--- src/rtl/perm_pkg.sv ---
// Shared mode encoding and table helpers for the permutation/select pipeline.
package perm_pkg;

    localparam int MODE_W = 3;

    typedef enum logic [MODE_W-1:0] {
        MODE_PASS   = 3'd0,
        MODE_REV    = 3'd1,
        MODE_ROTL   = 3'd2,
        MODE_TABLE  = 3'd3,
        MODE_SELECT = 3'd4
    } mode_e;

    // Reset value of table entry idx: every output bit sources itself.
    function automatic int unsigned ident_entry(input int unsigned idx);
        return idx;
    endfunction

endpackage

--- src/rtl/perm_core.sv ---
// Combinational bit-permutation / select datapath; no state, so it can be
// checked in isolation against reference permutations.
module perm_core
    import perm_pkg::*;
#(
    parameter int WIDTH = 8,
    parameter int IDX_W = $clog2(WIDTH)
) (
    input  logic [MODE_W-1:0]            mode_i,
    input  logic [WIDTH-1:0]             a_i,
    input  logic [WIDTH-1:0]             b_i,
    input  logic                         sel_i,
    input  logic [IDX_W-1:0]             rot_i,
    input  logic [WIDTH-1:0][IDX_W-1:0]  tbl_i,
    output logic [WIDTH-1:0]             res_o
);

    logic [IDX_W-1:0] src;

    always_comb begin
        res_o = '0;
        src   = '0;
        case (mode_i)
            MODE_PASS:   res_o = a_i;
            MODE_REV: begin
                for (int i = 0; i < WIDTH; i++) res_o[i] = a_i[WIDTH-1-i];
            end
            MODE_ROTL: begin
                // IDX_W-bit subtraction wraps modulo WIDTH since WIDTH is a power of two
                for (int i = 0; i < WIDTH; i++) begin
                    src      = IDX_W'(i) - rot_i;
                    res_o[i] = a_i[src];
                end
            end
            MODE_TABLE: begin
                for (int i = 0; i < WIDTH; i++) res_o[i] = a_i[tbl_i[i]];
            end
            MODE_SELECT: res_o = sel_i ? a_i : b_i;
            default:     res_o = '0;
        endcase
    end

endmodule

--- src/rtl/perm_mux_pipe.sv ---
// Registered permutation/select stage: table registers, valid/ready output
// register, completed-beat counter and sticky reserved-mode flag.
module perm_mux_pipe
    import perm_pkg::*;
#(
    parameter int WIDTH = 8,
    parameter int IDX_W = $clog2(WIDTH),
    parameter int CNT_W = 16
) (
    input  logic                 clk,
    input  logic                 rst_n,
    input  logic                 cfg_we,
    input  logic [IDX_W-1:0]     cfg_addr,
    input  logic [IDX_W-1:0]     cfg_data,
    input  logic                 in_valid,
    output logic                 in_ready,
    input  logic [MODE_W-1:0]    in_mode,
    input  logic [WIDTH-1:0]     in_a,
    input  logic [WIDTH-1:0]     in_b,
    input  logic                 in_sel,
    input  logic [IDX_W-1:0]     in_rot,
    output logic                 out_valid,
    input  logic                 out_ready,
    output logic [WIDTH-1:0]     out_data,
    output logic [CNT_W-1:0]     beat_count,
    output logic                 err
);

    logic [WIDTH-1:0][IDX_W-1:0] tbl_q;
    logic [WIDTH-1:0]            data_q, data_d, core_res;
    logic                        valid_q, valid_d;
    logic [CNT_W-1:0]            cnt_q, cnt_d;
    logic                        err_q, err_d;
    logic                        accept;

    perm_core #(.WIDTH(WIDTH), .IDX_W(IDX_W)) u_core (
        .mode_i (in_mode),
        .a_i    (in_a),
        .b_i    (in_b),
        .sel_i  (in_sel),
        .rot_i  (in_rot),
        .tbl_i  (tbl_q),
        .res_o  (core_res)
    );

    assign in_ready = !valid_q || out_ready;
    assign accept   = in_valid && in_ready;

    always_comb begin
        data_d  = data_q;
        valid_d = valid_q;
        cnt_d   = cnt_q;
        err_d   = err_q;
        if (accept) begin
            data_d  = core_res;
            valid_d = 1'b1;
        end else if (out_ready) begin
            valid_d = 1'b0;
        end
        if (valid_q && out_ready) cnt_d = cnt_q + 1'b1;
        if (accept && (in_mode > MODE_SELECT)) err_d = 1'b1;
    end

    always_ff @(posedge clk or negedge rst_n) begin
        if (!rst_n) begin
            data_q  <= '0;
            valid_q <= 1'b0;
            cnt_q   <= '0;
            err_q   <= 1'b0;
            for (int i = 0; i < WIDTH; i++) tbl_q[i] <= IDX_W'(ident_entry(i));
        end else begin
            data_q  <= data_d;
            valid_q <= valid_d;
            cnt_q   <= cnt_d;
            err_q   <= err_d;
            // Beats accepted this cycle already sampled the old entry via core_res
            if (cfg_we) tbl_q[cfg_addr] <= cfg_data;
        end
    end

    assign out_valid  = valid_q;
    assign out_data   = data_q;
    assign beat_count = cnt_q;
    assign err        = err_q;

endmodule

--- config.mk ---
export PLATFORM = sky130hd
export DESIGN_NAME = perm_mux_pipe
export DESIGN_NICKNAME = d
export VERILOG_FILES = /design/src/rtl/perm_pkg.sv /design/src/rtl/perm_core.sv /design/src/rtl/perm_mux_pipe.sv
export SDC_FILE = /design/constraint.sdc
export NUM_CORES = 1
export LEC_CHECK = 0
export BUFFER_PORTS_ARGS = -buffer_cell sky130_fd_sc_hd__clkbuf_2
export CAP_MARGIN = 20
export CELL_PAD_IN_SITES_DETAIL_PLACEMENT = 2
export CELL_PAD_IN_SITES_GLOBAL_PLACEMENT = 2
export CORE_MARGIN = 8
export CORE_UTILIZATION = 40
export DETAILED_ROUTE_END_ITERATION = 10
export PLACE_DENSITY = 0.9
export SETUP_SLACK_MARGIN = 0.4
export SKIP_CTS_REPAIR_TIMING = 1
export SYNTH_ARGS = -nofsm -noshare
export SYNTH_HDL_FRONTEND = slang
export SYNTH_HIERARCHICAL = 1
export SYNTH_SLANG_ARGS = --single-unit
--- constraint.sdc ---
create_clock -name clk -period 3.5 [get_ports clk]
set_input_delay 0.7 -clock clk [delete_from_list [all_inputs] [get_ports clk]]
set_output_delay 0.7 -clock clk [all_outputs]
set_load 0.05 [all_outputs]
# Yosys cells after proc, flatten, opt, wreduce, memory -nomap -nowiden
# Cells that the tools add are included.
# totals
register_bits	50
input_bits	34
out_inout_bits	27
wordCells	91
# classes
n_addsub	9
n_lt_le_gt_ge	19
eq_ne	4
muxes	39
n_reduce_logical	8
# ops
cell	count
3-bit by 4-bit < comparator with 1-bit output, second input constant	17
1-bit binary-select mux with 3-bit select	16
8-bit one-hot mux with 5 select lines	1
24-bit bitwise mux	1
1-bit two-way mux	18
16-bit by 1-bit adder with 16-bit output, second input constant	1
3-bit subtractor, first input constant	4
3-bit demux with 3-bit select	1
8-bit two-way mux	1
3-bit by 2-bit equality test with 1-bit output, second input constant	2
1-bit by 3-bit subtractor with 3-bit output, first input constant	2
2-bit by 3-bit subtractor with 3-bit output, first input constant	2
1-bit logical AND	4
3-bit by 1-bit equality test with 1-bit output, second input constant	1
3-bit equality test, second input constant	1
3-bit by 1-bit greater-or-equal comparator with 1-bit output, second input constant	1
3-bit > comparator, second input constant	1
3-bit zero test	1
3-bit two-way mux	1
2-bit nonzero test	1
1-bit zero test	1
1-bit logical OR	1

# Depth between registers and ports, before layout
# depth
depth_word	5
mapped_depth	8
mapped_depth_nobuf	7

# Cells and area by module
# Netlist, hierarchy kept.
# modules_own_cells
mod	n_inst	cells_per_inst	area_per_inst_um2	seq_area_each_um2
perm_mux_pipe	1	139	2043.2	1266.2
perm_core	1	134	1311.3	0.0

# Worst setup path after synthesis
# OpenSTA, ideal clock, no wires.
# synth_path
kind	input -> register
start	input in_rot[0]
end	register data_q[6], in the netlist out_data[6]
setup_ns	0.125
t_arrival_ns	2.211
required_time_ns	3.375
setup_slack_ns	1.165
cell_stages	8
n_path_buf	1
cell_sequence	buf_6 -> inv_1 -> ha_1 -> mux4_2 -> mux2i_1 -> nor2_1 -> a211o_1 -> mux2_2
# synth_between
elab_chain_cells	4
# synth_lines
item	line	source
start: declaration	perm_mux_pipe.sv:21	input logic [IDX_W-1:0] in_rot,
3-bit subtractor	perm_core.sv:31	src = IDX_W'(i) - rot_i;
1-bit binary-select mux with 3-bit select	perm_core.sv:32	res_o[i] = a_i[src];
1-bit two-way mux (implied by the code)	perm_core.sv:32	
8-bit one-hot mux with 5 select lines	perm_core.sv:23	case (mode_i)
named net core_res[6]	perm_mux_pipe.sv:30	logic [WIDTH-1:0] data_q, data_d, core_res;
end signal: assignment	perm_mux_pipe.sv:72	data_q <= data_d;
end: declaration	perm_mux_pipe.sv:30	
# The timed path passes the listed nets, and every way through them passes these cells. The select of a mux whose other input is x is not followed.
# A chain may end at the register's enable or synchronous reset.

# Worst setup path after layout
# Ends and elaborated chain as after synthesis.

==> results.yml <==
global_route:
  antenna_found_initial: 0
  grt_max_degree: 22
  grt_first_pass_wirelength_um: 17100
  grt_pass1_vias: 2931
  gr-usage-all-layers_pct: 19.4
  grt_overflow: 0
route:
  vias_per_cell: 6.04
  wl_per_cell_um: 25.9
  ant_nets: 0
  drc: 0
  drt_first_pass_iters: 4
  drtIter0Drc: 134
  vias: 2605
  postRouteWirelength_um: 11200
sta:
  fin_crit_sh_pct: 68.0
  relSlewSlack_pct: 55.6
  max_freq_mhz: 420
  hold_viol_final: 0
  setup_tns_ps: 0
  finalSetupViolCount: 0
  skew_ps: 13.2
  tightest_slew_ps: 664
  drv_slew: 0
  rsz0062_at_grt: "no"
  min_period_ps: 2380
  whs_ps: 290
logic_synthesis:
  netlist_area_um2: 3350
  synth_top_area_share_pct: 28.3
  seq_area_frac_synth_pct: 37.7
  synth_edf_count: 0
  syn_inst: 273
  yosys.cell_count.top_type: "dfrtp_1"
  synth-seq-cells: 50
  synth_fp_nets: 310
  ys_top_cells_by_count: "dfrtp_1, mux2_2, mux2i_1"
  avgSynthCellArea_um2: 12.3
  ys_top_cells_by_area: "dfrtp_1, mux4_2, mux2_2"
  yosys.area.top_type: "dfrtp_1"
  async_flop_share_pct: 100
  ys_warn_count: 6
  synth_cell_types: 52
  ys.flop_type: "dfrtp_1"
setup_path:
  path_class: "in -> reg"
  cp_top_family: "multiplexers"
  required_ps: 3700
  critPathBufInv: 2
  cpPeakStageDelay_ps: 420
  cp_cell_sequence: "clkbuf_2 > inv_1 > ha_1 > mux4_2 > mux2i_1 > nor2_1 > a211o_1 > mux2_2"
  critPathMaxFanout: 7
  cp_slowest_cell: "ha_1"
  start_kind: "input pin"
  worstSetupEndpointType: "register"
  cp.arrival_ps: 2580
clocking:
  worst_skew_pair.late_latency_ps: 310
  numCtsBuffers: 5
  clockBufferDepth: 2
  cts_tree: "yes"
  clkTransAtPathRegs_ps: 100
  cts_root_buf: "clkbuf_8"
  clock_sinks: 50
  cts.htree.levels: 2
placed_design:
  io_buffers: 60
  hpwl_um: 7940
  gp_congestion: 0.769
floorplanning:
  start_util_pct: 41.0
  core_area_um2: 8180
  boundaryPins: 61
  std_cell_rows: 33
  dieArea_um2: 11600
  die_w_um: 108
  die_h_um: 108
pwr:
  combinationalPowerShare_pct: 36.1
  clkPwrFrac_pct: 21.7
  power_frac_seq_pct: 42.2
  peakVddDrop_mv: 0.201
  internal-power_mw: 1.24
  p_switching_mw: 0.789
  switching_share_pct: 38.9
  powerDensity_nw_per_um2: 533
  p_leak_nw: 1.66
status:
  status: "finished, final reports clean"
cells_and_area:
  n_antenna_cell: 0
  nets: 362
  drive_above_1_share_pct: 43.6
  syn_to_final_growth_pct: 13.4
worst_hold_path:
  holdCritPathClass: "in -> async"
run:
  maxCapViolations: 0
-- power groups by stage --
stage | logic [mW] | clock network (mW) | registers, mW
after CTS | 0.737 | 0.452 | 0.857
final | 0.732 | 0.439 | 0.856
after global routing | 0.768 | 0.469 | 0.874
after global placement | 0.689 | 0 | 0.843
after floorplan | 0.356 | 0 | 1.00
after detailed placement | 0.725 | 0 | 0.859
-- placed cells by master (no fill, tap or decap), types with 3 or more instances in the layout --
cell      instances
nand2b_1          6
o211ai_1          3
o21ai_0           4
nand4_1           5
xor2_1            5
inv_1             6
dfstp_2          12
xnor2_1          12
nor2b_1           3
a21oi_1           5
nand4b_1          3
clkbuf_8          6
dfrtp_1          38
nand3_1           9
nor2_1            9
o221ai_1          6
clkbuf_2         60
nor3_1            4
ha_1              3
nand3b_1          4
nand2_1           9
mux2_2           34
mux4_2           18
mux2i_1          28
-- cells by family (layout without fill, tap and decap cells) --
group,after synthesis,after routing,synth area share (%)
AO/OA/AOI/OAI,34,34,7.42
XOR/XNOR,17,17,4.44
adder cells (fa/ha/maj),3,3,1.12
buffers and inverters,23,76,4.07
flip-flops,50,50,37.7
multiplexers,82,82,33.4
AND/OR/NAND/NOR,64,64,11.8
-- per-stage QoR --
step | instance area, µm² | setup WS [ps] | cells | power (mW) | util [%]
2_1_floorplan | 3350 | 1160 | 273 | 1.36 | -
3_3_place_gp | 3690 | 931 | 423 | 1.53 | 45.1
3_5_place_dp | 3690 | 773 | 423 | 1.58 | 45.1
4_1_cts | 3800 | 1110 | 431 | 2.04 | 46.5
5_1_grt | 3800 | 1010 | 431 | 2.11 | 46.5
6_report | 3800 | 1120 | 431 | 2.03 | 46.5
-- layer usage --
metal,track usage [%],part of all wire (%),up-vias
met5,0,0,-
met2,33.3,51,98
met1,22.7,40,1338
met3,3.59,4.9,29
met4,9.81,4.1,0
li1,-,-,1140
-- path summary, 6_finish.rpt --
path	from	end	slack, ps	depth (start not counted)
max	in_rot[0]	out_data[6]$_DFFE_PN0P_	1120	8
min	rst_n	beat_count[3]$_DFFE_PN0P_	290	1
max reg2reg	tbl_q[9]$_DFFE_PN1P_	out_data[3]$_DFFE_PN0P_	1550	4
min reg2reg	beat_count[15]$_DFFE_PN0P_	beat_count[15]$_DFFE_PN0P_	480	1
max in group asynchronous	rst_n	tbl_q[17]$_DFFE_PN1P_	2530	2
min in group clk	beat_count[15]$_DFFE_PN0P_	beat_count[15]$_DFFE_PN0P_	480	1
-- final cells by class --
| class | instances | area (µm²) |
|---|---|---|
| clock buffers | 7 | 86.3 |
| clock inverters | 1 | 30.0 |
| fillers | 861 | 4370 |
| inverters | 6 | 22.5 |
| multi-input cells | 200 | 1950 |
| flip-flops and latches | 50 | 1270 |
| well taps | 105 | 131 |
| repair buffers | 62 | 315 |
-- sequential cells by signal (all words and copies together), names as in the netlist --
name        flops
tbl_q          24
beat_count     16
out_data        8
err             1
out_valid       1
No activity file was read; power rests on OpenSTA's default activity.
